`config.mk`:
```
export PLATFORM = sky130hd
export DESIGN_NAME = im_compression_ctrl
export DESIGN_NICKNAME = d
export VERILOG_FILES = /design/src/rtl/im_compression_pkg.sv /design/src/rtl/im_tile_addr_gen.sv /design/src/rtl/im_compression_ctrl.sv
export SDC_FILE = /design/constraint.sdc
export NUM_CORES = 1
export LEC_CHECK = 0
export CAP_MARGIN = 10
export CORE_MARGIN = 3
export CORE_UTILIZATION = 45
export DETAILED_ROUTE_END_ITERATION = 8
export GPL_ROUTABILITY_DRIVEN = 0
export GPL_TIMING_DRIVEN = 0
export PLACE_DENSITY = 0.7
export SETUP_SLACK_MARGIN = 0.15
export SLEW_MARGIN = 20
export SYNTH_ARGS = -nofsm -noshare
export SYNTH_HDL_FRONTEND = slang
export SYNTH_SLANG_ARGS = --single-unit
```
`constraint.sdc`:
```
create_clock -name iclk -period 7.95 [get_ports iclk]
set_clock_uncertainty 0.15 [all_clocks]
set_input_delay 1.9875 -clock iclk [delete_from_list [all_inputs] [get_ports iclk]]
set_output_delay 1.9875 -clock iclk [all_outputs]
set_load 0.1 [all_outputs]
```
`src/rtl/im_compression_pkg.sv`:
```
// ----------------------------------------------------------------------------
// im_compression_pkg
// Shared types and helpers for the tile compression controller and engine.
//   t_cmp_ctrl_state : sequencer state encoding
//   t_cmp_ctrl_dbg   : debug view of the sequencer (state + sampled engine busy)
//   out_dim()        : output grid dimension for an input dimension and tile size
//   cnt_w()          : counter width able to hold 0..n-1 (never below 1 bit)
// ----------------------------------------------------------------------------
package im_compression_pkg;

    typedef enum logic [2:0] {
        ST_IDLE      = 3'd0,
        ST_ISSUE     = 3'd1,
        ST_WAIT_DONE = 3'd2,
        ST_WRITE     = 3'd3,
        ST_DONE      = 3'd4
    } t_cmp_ctrl_state;

    typedef struct packed {
        t_cmp_ctrl_state state;
        logic            engine_busy;
    } t_cmp_ctrl_dbg;

    function automatic int out_dim(input int in_dim, input int area);
        return in_dim / area;
    endfunction

    function automatic int cnt_w(input int n);
        return (n <= 1) ? 1 : $clog2(n);
    endfunction

endpackage

```
`src/rtl/im_tile_addr_gen.sv`:
```
// ----------------------------------------------------------------------------
// im_tile_addr_gen
// Tile walker for the output grid in raster order. Tracks column, row, the
// input address of the current tile row (row_base) and the top-left input
// address of the current tile (tile_ptr). Only incremental adds are used.
// Ports:
//   clk_i, rst_i   clock, asynchronous active-high reset
//   load_i         restart the walk at base_i (col=row=0)
//   base_i         input-buffer address of pixel (0,0)
//   advance_i      step to the next tile (ignored on the last tile)
//   tile_ptr_o     top-left input address of the current tile
//   last_o         current tile is the bottom-right tile of the grid
// ----------------------------------------------------------------------------
module im_tile_addr_gen
    import im_compression_pkg::*;
#(
    parameter int pIN_IM_WIDTH = 640,
    parameter int pAREA_WIDTH  = 4,
    parameter int pAREA_HEIGHT = 4,
    parameter int pOUT_W       = 160,
    parameter int pOUT_H       = 120,
    parameter int pADDR_W      = 19
) (
    input  logic               clk_i,
    input  logic               rst_i,
    input  logic               load_i,
    input  logic [pADDR_W-1:0] base_i,
    input  logic               advance_i,
    output logic [pADDR_W-1:0] tile_ptr_o,
    output logic               last_o
);

    localparam int lpCOL_W = cnt_w(pOUT_W);
    localparam int lpROW_W = cnt_w(pOUT_H);

    localparam logic [lpCOL_W-1:0] lpCOL_LAST = lpCOL_W'(pOUT_W - 1);
    localparam logic [lpROW_W-1:0] lpROW_LAST = lpROW_W'(pOUT_H - 1);
    localparam logic [pADDR_W-1:0] lpCOL_STEP = pADDR_W'(pAREA_WIDTH);
    // One tile row down in the input frame.
    localparam logic [pADDR_W-1:0] lpROW_STEP = pADDR_W'(pAREA_HEIGHT * pIN_IM_WIDTH);

    logic [lpCOL_W-1:0] col_q,      col_d;
    logic [lpROW_W-1:0] row_q,      row_d;
    logic [pADDR_W-1:0] row_base_q, row_base_d;
    logic [pADDR_W-1:0] tile_ptr_q, tile_ptr_d;
    logic               last;

    assign last = (col_q == lpCOL_LAST) && (row_q == lpROW_LAST);

    always_comb begin
        col_d      = col_q;
        row_d      = row_q;
        row_base_d = row_base_q;
        tile_ptr_d = tile_ptr_q;
        if (load_i) begin
            col_d      = '0;
            row_d      = '0;
            row_base_d = base_i;
            tile_ptr_d = base_i;
        end else if (advance_i && !last) begin
            if (col_q != lpCOL_LAST) begin
                col_d      = col_q + lpCOL_W'(1);
                tile_ptr_d = tile_ptr_q + lpCOL_STEP;
            end else begin
                // Row wrap: the next tile starts at the new row base.
                col_d      = '0;
                row_d      = row_q + lpROW_W'(1);
                row_base_d = row_base_q + lpROW_STEP;
                tile_ptr_d = row_base_q + lpROW_STEP;
            end
        end
    end

    always_ff @(posedge clk_i or posedge rst_i) begin
        if (rst_i) begin
            col_q      <= '0;
            row_q      <= '0;
            row_base_q <= '0;
            tile_ptr_q <= '0;
        end else begin
            col_q      <= col_d;
            row_q      <= row_d;
            row_base_q <= row_base_d;
            tile_ptr_q <= tile_ptr_d;
        end
    end

    assign tile_ptr_o = tile_ptr_q;
    assign last_o     = last;

endmodule

```
`src/rtl/im_compression_ctrl.sv`:
```
// ----------------------------------------------------------------------------
// im_compression_ctrl
// Frame-level sequencer for the 4x4 tile compression engine. On an accepted
// frame start it walks the output grid in raster order, issues one engine job
// per output pixel, waits for the engine result and writes it to the output
// frame buffer.
// Ports:
//   iclk, irst      clock, asynchronous active-high reset
//   istart_frame    pulse: begin compressing a frame (ignored while busy)
//   iframe_base     input address of pixel (0,0), latched on accepted start
//   iabort          level: abandon the current frame (wins over start)
//   oframe_busy     high from accepted start until done/abort
//   oframe_done     1-cycle pulse at frame end (also after timeout)
//   oerr_timeout    sticky engine timeout flag, cleared on next accepted start
//   ostart_work     engine job request
//   ostart_ptr      top-left input address of the requested tile
//   iwork_f         engine busy flag (observed only, see odbg)
//   idone_f         engine 1-cycle done pulse, idata valid with it
//   idata           engine result pixel
//   odata_wr        compressed pixel to output buffer
//   oaddr_wr        output pixel index (row*lpOUT_W+col)
//   omem_wr_en      1-cycle write strobe
//   odbg            current state and registered engine busy flag
//
// Engine handshake: ostart_work is a request level that stays high with
// ostart_ptr stable until the cycle idone_f is sampled high (that cycle is
// the transfer; idata is taken then), or until the timeout fires. idone_f
// seen while no request is outstanding is ignored.
// ----------------------------------------------------------------------------
module im_compression_ctrl
    import im_compression_pkg::*;
#(
    parameter  int pIN_IM_WIDTH  = 640,
    parameter  int pIN_IM_HEIGHT = 480,
    parameter  int pAREA_WIDTH   = 4,
    parameter  int pAREA_HEIGHT  = 4,
    parameter  int pDATA_W       = 24,
    parameter  int pTIMEOUT      = 64,
    localparam int lpOUT_W       = out_dim(pIN_IM_WIDTH, pAREA_WIDTH),
    localparam int lpOUT_H       = out_dim(pIN_IM_HEIGHT, pAREA_HEIGHT),
    localparam int lpC2_IN       = cnt_w(pIN_IM_WIDTH * pIN_IM_HEIGHT),
    localparam int lpC2_OUT      = cnt_w(lpOUT_W * lpOUT_H)
) (
    input  logic                iclk,
    input  logic                irst,
    input  logic                istart_frame,
    input  logic [lpC2_IN-1:0]  iframe_base,
    input  logic                iabort,
    output logic                oframe_busy,
    output logic                oframe_done,
    output logic                oerr_timeout,
    output logic                ostart_work,
    output logic [lpC2_IN-1:0]  ostart_ptr,
    input  logic                iwork_f,
    input  logic                idone_f,
    input  logic [pDATA_W-1:0]  idata,
    output logic [pDATA_W-1:0]  odata_wr,
    output logic [lpC2_OUT-1:0] oaddr_wr,
    output logic                omem_wr_en,
    output t_cmp_ctrl_dbg       odbg
);

    localparam int                 lpTMO_W    = cnt_w(pTIMEOUT);
    localparam logic [lpTMO_W-1:0] lpTMO_LAST = lpTMO_W'(pTIMEOUT - 1);

    t_cmp_ctrl_state     state_q;
    logic                busy_q;
    logic                done_q;
    logic                err_q;
    logic                start_work_q;
    logic [lpC2_IN-1:0]  start_ptr_q;
    logic [pDATA_W-1:0]  data_q;
    logic [lpC2_OUT-1:0] addr_q;
    logic                wr_en_q;
    logic [lpC2_OUT-1:0] wr_idx_q;
    logic [lpTMO_W-1:0]  tmo_q;
    logic                eng_busy_q;

    logic                abort_act;
    logic                addr_load;
    logic                addr_adv;
    logic [lpC2_IN-1:0]  tile_ptr;
    logic                tile_last;

    assign abort_act = iabort && (state_q != ST_IDLE);
    assign addr_load = (state_q == ST_IDLE) && istart_frame && !iabort;
    assign addr_adv  = (state_q == ST_WRITE) && !iabort;

    im_tile_addr_gen #(
        .pIN_IM_WIDTH (pIN_IM_WIDTH),
        .pAREA_WIDTH  (pAREA_WIDTH),
        .pAREA_HEIGHT (pAREA_HEIGHT),
        .pOUT_W       (lpOUT_W),
        .pOUT_H       (lpOUT_H),
        .pADDR_W      (lpC2_IN)
    ) u_addr_gen (
        .clk_i      (iclk),
        .rst_i      (irst),
        .load_i     (addr_load),
        .base_i     (iframe_base),
        .advance_i  (addr_adv),
        .tile_ptr_o (tile_ptr),
        .last_o     (tile_last)
    );

    always_ff @(posedge iclk or posedge irst) begin
        if (irst) begin
            state_q      <= ST_IDLE;
            busy_q       <= 1'b0;
            done_q       <= 1'b0;
            err_q        <= 1'b0;
            start_work_q <= 1'b0;
            start_ptr_q  <= '0;
            data_q       <= '0;
            addr_q       <= '0;
            wr_en_q      <= 1'b0;
            wr_idx_q     <= '0;
            tmo_q        <= '0;
            eng_busy_q   <= 1'b0;
        end else begin
            // Strobes are single-cycle unless re-asserted below.
            done_q     <= 1'b0;
            wr_en_q    <= 1'b0;
            eng_busy_q <= iwork_f;
            if (abort_act) begin
                // Abort drops any outstanding job or write and never pulses done.
                state_q      <= ST_IDLE;
                start_work_q <= 1'b0;
                busy_q       <= 1'b0;
            end else begin
                case (state_q)
                    ST_IDLE: begin
                        if (istart_frame && !iabort) begin
                            busy_q   <= 1'b1;
                            err_q    <= 1'b0;
                            wr_idx_q <= '0;
                            state_q  <= ST_ISSUE;
                        end
                    end
                    ST_ISSUE: begin
                        start_ptr_q  <= tile_ptr;
                        start_work_q <= 1'b1;
                        tmo_q        <= '0;
                        state_q      <= ST_WAIT_DONE;
                    end
                    ST_WAIT_DONE: begin
                        if (idone_f) begin
                            // Write strobe is raised on entry to WRITE so it
                            // appears exactly one cycle after the done pulse.
                            data_q       <= idata;
                            addr_q       <= wr_idx_q;
                            wr_en_q      <= 1'b1;
                            start_work_q <= 1'b0;
                            state_q      <= ST_WRITE;
                        end else if (tmo_q == lpTMO_LAST) begin
                            start_work_q <= 1'b0;
                            err_q        <= 1'b1;
                            done_q       <= 1'b1;
                            state_q      <= ST_DONE;
                        end else begin
                            tmo_q <= tmo_q + lpTMO_W'(1);
                        end
                    end
                    ST_WRITE: begin
                        wr_idx_q <= wr_idx_q + lpC2_OUT'(1);
                        if (tile_last) begin
                            done_q  <= 1'b1;
                            state_q <= ST_DONE;
                        end else begin
                            state_q <= ST_ISSUE;
                        end
                    end
                    ST_DONE: begin
                        busy_q  <= 1'b0;
                        state_q <= ST_IDLE;
                    end
                    default: begin
                        state_q <= ST_IDLE;
                    end
                endcase
            end
        end
    end

    assign oframe_busy  = busy_q;
    assign oframe_done  = done_q;
    assign oerr_timeout = err_q;
    assign ostart_work  = start_work_q;
    assign ostart_ptr   = start_ptr_q;
    assign odata_wr     = data_q;
    assign oaddr_wr     = addr_q;
    assign omem_wr_en   = wr_en_q;

    always_comb begin
        odbg             = '0;
        odbg.state       = state_q;
        odbg.engine_busy = eng_busy_q;
    end

endmodule

```
==> impl_metrics.json <==
{
  "finalSetupViolCount": 0,
  "syn_to_final_growth_pct": 29.0,
  "hold_buffers": 0,
  "synthArstFlopShare": 1.00,
  "tightest_slew_ns": 1.03,
  "p_leak_nw": 3.68,
  "wl_met3_mm": 1.05,
  "fin_util": 0.609,
  "initial_core_util": 0.472,
  "yosysUniqueCellTypes": 69,
  "grt_pass1_vias": 5509,
  "cp.arrival_ns": 2.09,
  "drive_gt1_frac": 0.148,
  "die_area_um2": 16400,
  "slew_headroom": 0.312,
  "period_share": 0.532,
  "hpwl_mm": 12.3,
  "io-pin-count": 116,
  "vdd_drop_max_uv": 265,
  "rsz0062_at_grt": "no",
  "final_cell_count_no_fill": 955,
  "avgSynthCellArea_um2": 10.7,
  "cts_setup_buffers": 0,
  "hp-start": "u_addr_gen.row_base_q[0]$_DFFE_PP0P_",
  "post_drt_wl_per_cell_um": 17.9,
  "htreeDepth": 4,
  "clockRootBuffer": "clkbuf_16",
  "timing.rr.start": "u_addr_gen.col_q[5]$_DFFE_PP0P_",
  "crit_family": "buffers and inverters",
  "port_buffers": 115,
  "p_per_area_nw_per_um2": 344,
  "critPathMaxFanout": 6,
  "vias_per_cell": 5.72,
  "synthesis.nets": 684,
  "wirelength_mm": 17.0,
  "criticalPathCategory": "register to output port",
  "ys_warn_count": 0,
  "layout_min_cycle_time_ns": 4.23,
  "grt_max_degree": 85,
  "first_iter_violations": 448,
  "core_area_um2": 14200,
  "antenna_cells": 0,
  "grt_overflow": 0,
  "antenna_left": 0,
  "fillers": 1225,
  "ctsResizeCount": 0,
  "drc_errors": 0,
  "route.met2.wl_mm": 8.35,
  "ys.flop_type": "dfrtp_1",
  "ys_ff_latch": 141,
  "vias": 5460,
  "end_kind": "output port",
  "critPathLaunchType": "register",
  "cts.sinks": 141,
  "slowest_delay_ns": 1.21,
  "critical_path.slowest_cell": "clkdlybuf4s50_1",
  "placed_cells": 925,
  "ctsLongestPathBuffers": 2,
  "clock.fmax_ghz": 0.237,
  "cts_buffers": 17,
  "cts_tree": "yes",
  "path_cells": "clkdlybuf4s50_1",
  "m1WireLength_mm": 7.34,
  "crit_start": "state_q[1]$_DFFE_PP0P_",
  "worst-path-buf-inv": 1,
  "clkTransAtPathRegs_ns": 0.05,
  "synth-edff-count": 0,
  "status": "completed",
  "cap_violations": 0,
  "p_total_mw": 2.97,
  "highest_layer": "met4",
  "worstHoldPathType": "register to register",
  "antenna_found_initial": 0,
  "grt_util_all_layers": 0.217,
  "die_x_um": 128,
  "hold_viol_final": 0,
  "drv_slew": 0,
  "num_rows": 43,
  "first_pass_iters": 5,
  "syn_area_um2": 6700,
  "setup_tns_ns": 0,
  "fin_nets": 819,
  "ys_seq_area_frac": 0.527,
  "clk_latency_ns": 0.42,
  "grt_pass1_wl_mm": 28.1,
  "synth_cells": 629,
  "die_h_um": 128,
  "crit_required_ns": 5.81
}
synth_stat cells, types with 2 or more instances:
master	count	area [um^2]
nand3_1	19	95.1
o211ai_1	9	67.6
nor3b_1	4	30.0
nor4_1	5	31.3
a21o_1	3	22.5
a31oi_1	3	18.8
a21oi_1	28	140
inv_1	15	56.3
a22oi_1	2	15.0
o21ai_0	40	200
buf_4	3	22.5
nand2_1	74	278
a211oi_1	4	30.0
a31o_2	2	17.5
o31ai_1	4	30.0
nand2b_1	4	25.0
or3_1	8	50.1
and3_1	5	31.3
nor2_1	49	184
buf_2	15	75.1
o22ai_1	2	12.5
dfrtp_1	141	3530
ha_1	6	75.1
mux2i_1	5	50.1
o21a_1	2	15.0
nor3_1	19	95.1
xnor2_1	24	210
nand4_1	12	75.1
and2_1	5	31.3
clkbuf_1	10	37.5
mux2_2	55	619
xor2_1	14	123
o2111ai_1	2	17.5
layout make-up:
type                    count  area (um^2)  share of cell area
clock buffers              22          464              0.0537
multi-input cells         444         2970               0.343
inverters                  15         63.8             0.00738
well taps                 180          225              0.0261
repair buffers            116         1180               0.136
plain buffers              29          146              0.0169
flip-flops and latches    141         3530               0.408
clock inverters             8         68.8             0.00796
power by group:
part           internal [mW]  switching, mW  leakage, nW
Sequential             0.867          0.108         1.81
Combinational          0.327          0.943         1.61
Clock                  0.439          0.287        0.269
cell usage in the layout (no fill, tap or decap), drive strengths merged, types with 3 or more instances in the layout:
| master | netlist | routed |
|---|---|---|
| and2 | 5 | 5 |
| nor3 | 19 | 19 |
| clkdlybuf4s50 | 0 | 115 |
| a21oi | 28 | 28 |
| buf | 19 | 20 |
| dfrtp | 141 | 141 |
| mux2i | 5 | 5 |
| nor4 | 6 | 6 |
| o2111ai | 3 | 3 |
| or3 | 8 | 8 |
| o211ai | 9 | 9 |
| o31ai | 4 | 4 |
| inv | 15 | 15 |
| clkbuf | 10 | 32 |
| nand3 | 19 | 19 |
| nand4 | 13 | 13 |
| mux2 | 55 | 55 |
| nand2b | 4 | 4 |
| ha | 6 | 6 |
| nor3b | 4 | 4 |
| a21o | 3 | 3 |
| a31oi | 3 | 3 |
| and3 | 5 | 5 |
| xor2 | 14 | 14 |
| a211oi | 5 | 5 |
| xnor2 | 24 | 24 |
| o21ai | 41 | 41 |
| nand2 | 74 | 74 |
| clkinv | 0 | 7 |
| nor2 | 50 | 50 |
stage by stage:
stage	area (um^2)	worst slack (ns)	hold slack, ns
floorplan	6700	2.03	0.292
detailed placement	8110	3.51	0.312
global route	8640	3.67	0.350
global placement	8080	0.100	0.310
CTS	8640	3.70	0.326
finish	8640	3.72	0.323
state kept, by name (all words and copies together), names as in the netlist, 3 cells and up:
name and flops:
u_addr_gen.tile_ptr_o 19, u_addr_gen.row_base_q 19, u_addr_gen.row_q 7, tmo_q 6, ostart_ptr 19, u_addr_gen.col_q 8, wr_idx_q 15, oaddr_wr 15
state_q 3, odata_wr 24
kinds of logic after synthesis:
kind of cell / Yosys count / share of synthesized area
buf+inv: 44 / 0.0303
xor+xnor: 38 / 0.0497
compound gates: 119 / 0.115
flops: 141 / 0.527
fa+ha+maj: 6 / 0.0112
mux: 60 / 0.0999
simple gates: 221 / 0.167
path summary, 6_finish.rpt:
| path | end | slack (ns) | cells past startpoint |
|---|---|---|---|
| worst max-delay path | odbg[2] | 3.72 | 1 |
| worst min-delay path | u_addr_gen.row_base_q[0]$_DFFE_PP0P_ | 0.32 | 2 |
| min in group asynchronous | oaddr_wr[9]$_DFFE_PP0P_ | 1.83 | 2 |
| max in group asynchronous | u_addr_gen.row_base_q[16]$_DFFE_PP0P_ | 5.05 | 3 |
| worst min register to register | u_addr_gen.row_base_q[0]$_DFFE_PP0P_ | 0.32 | 2 |
| worst max register to register | u_addr_gen.col_q[3]$_DFFE_PP0P_ | 5.25 | 5 |
routing by layer:
layer  GRT usage  vias to the layer above
met5           0                        -
met1       0.287                     2721
met4      0.0849                        0
met2       0.345                      188
li1            -                     2513
met3      0.0554                       38
worst reg2reg max path: stages, from the launching register on:
cell     delay [ns]
dfrtp_1        0.43
nor3b_1        0.66
nand4_1        0.46
a21oi_1        0.58
o21ai_0        0.18
a21oi_1        0.15
Note: power is estimated with default switching activity, not from simulation.
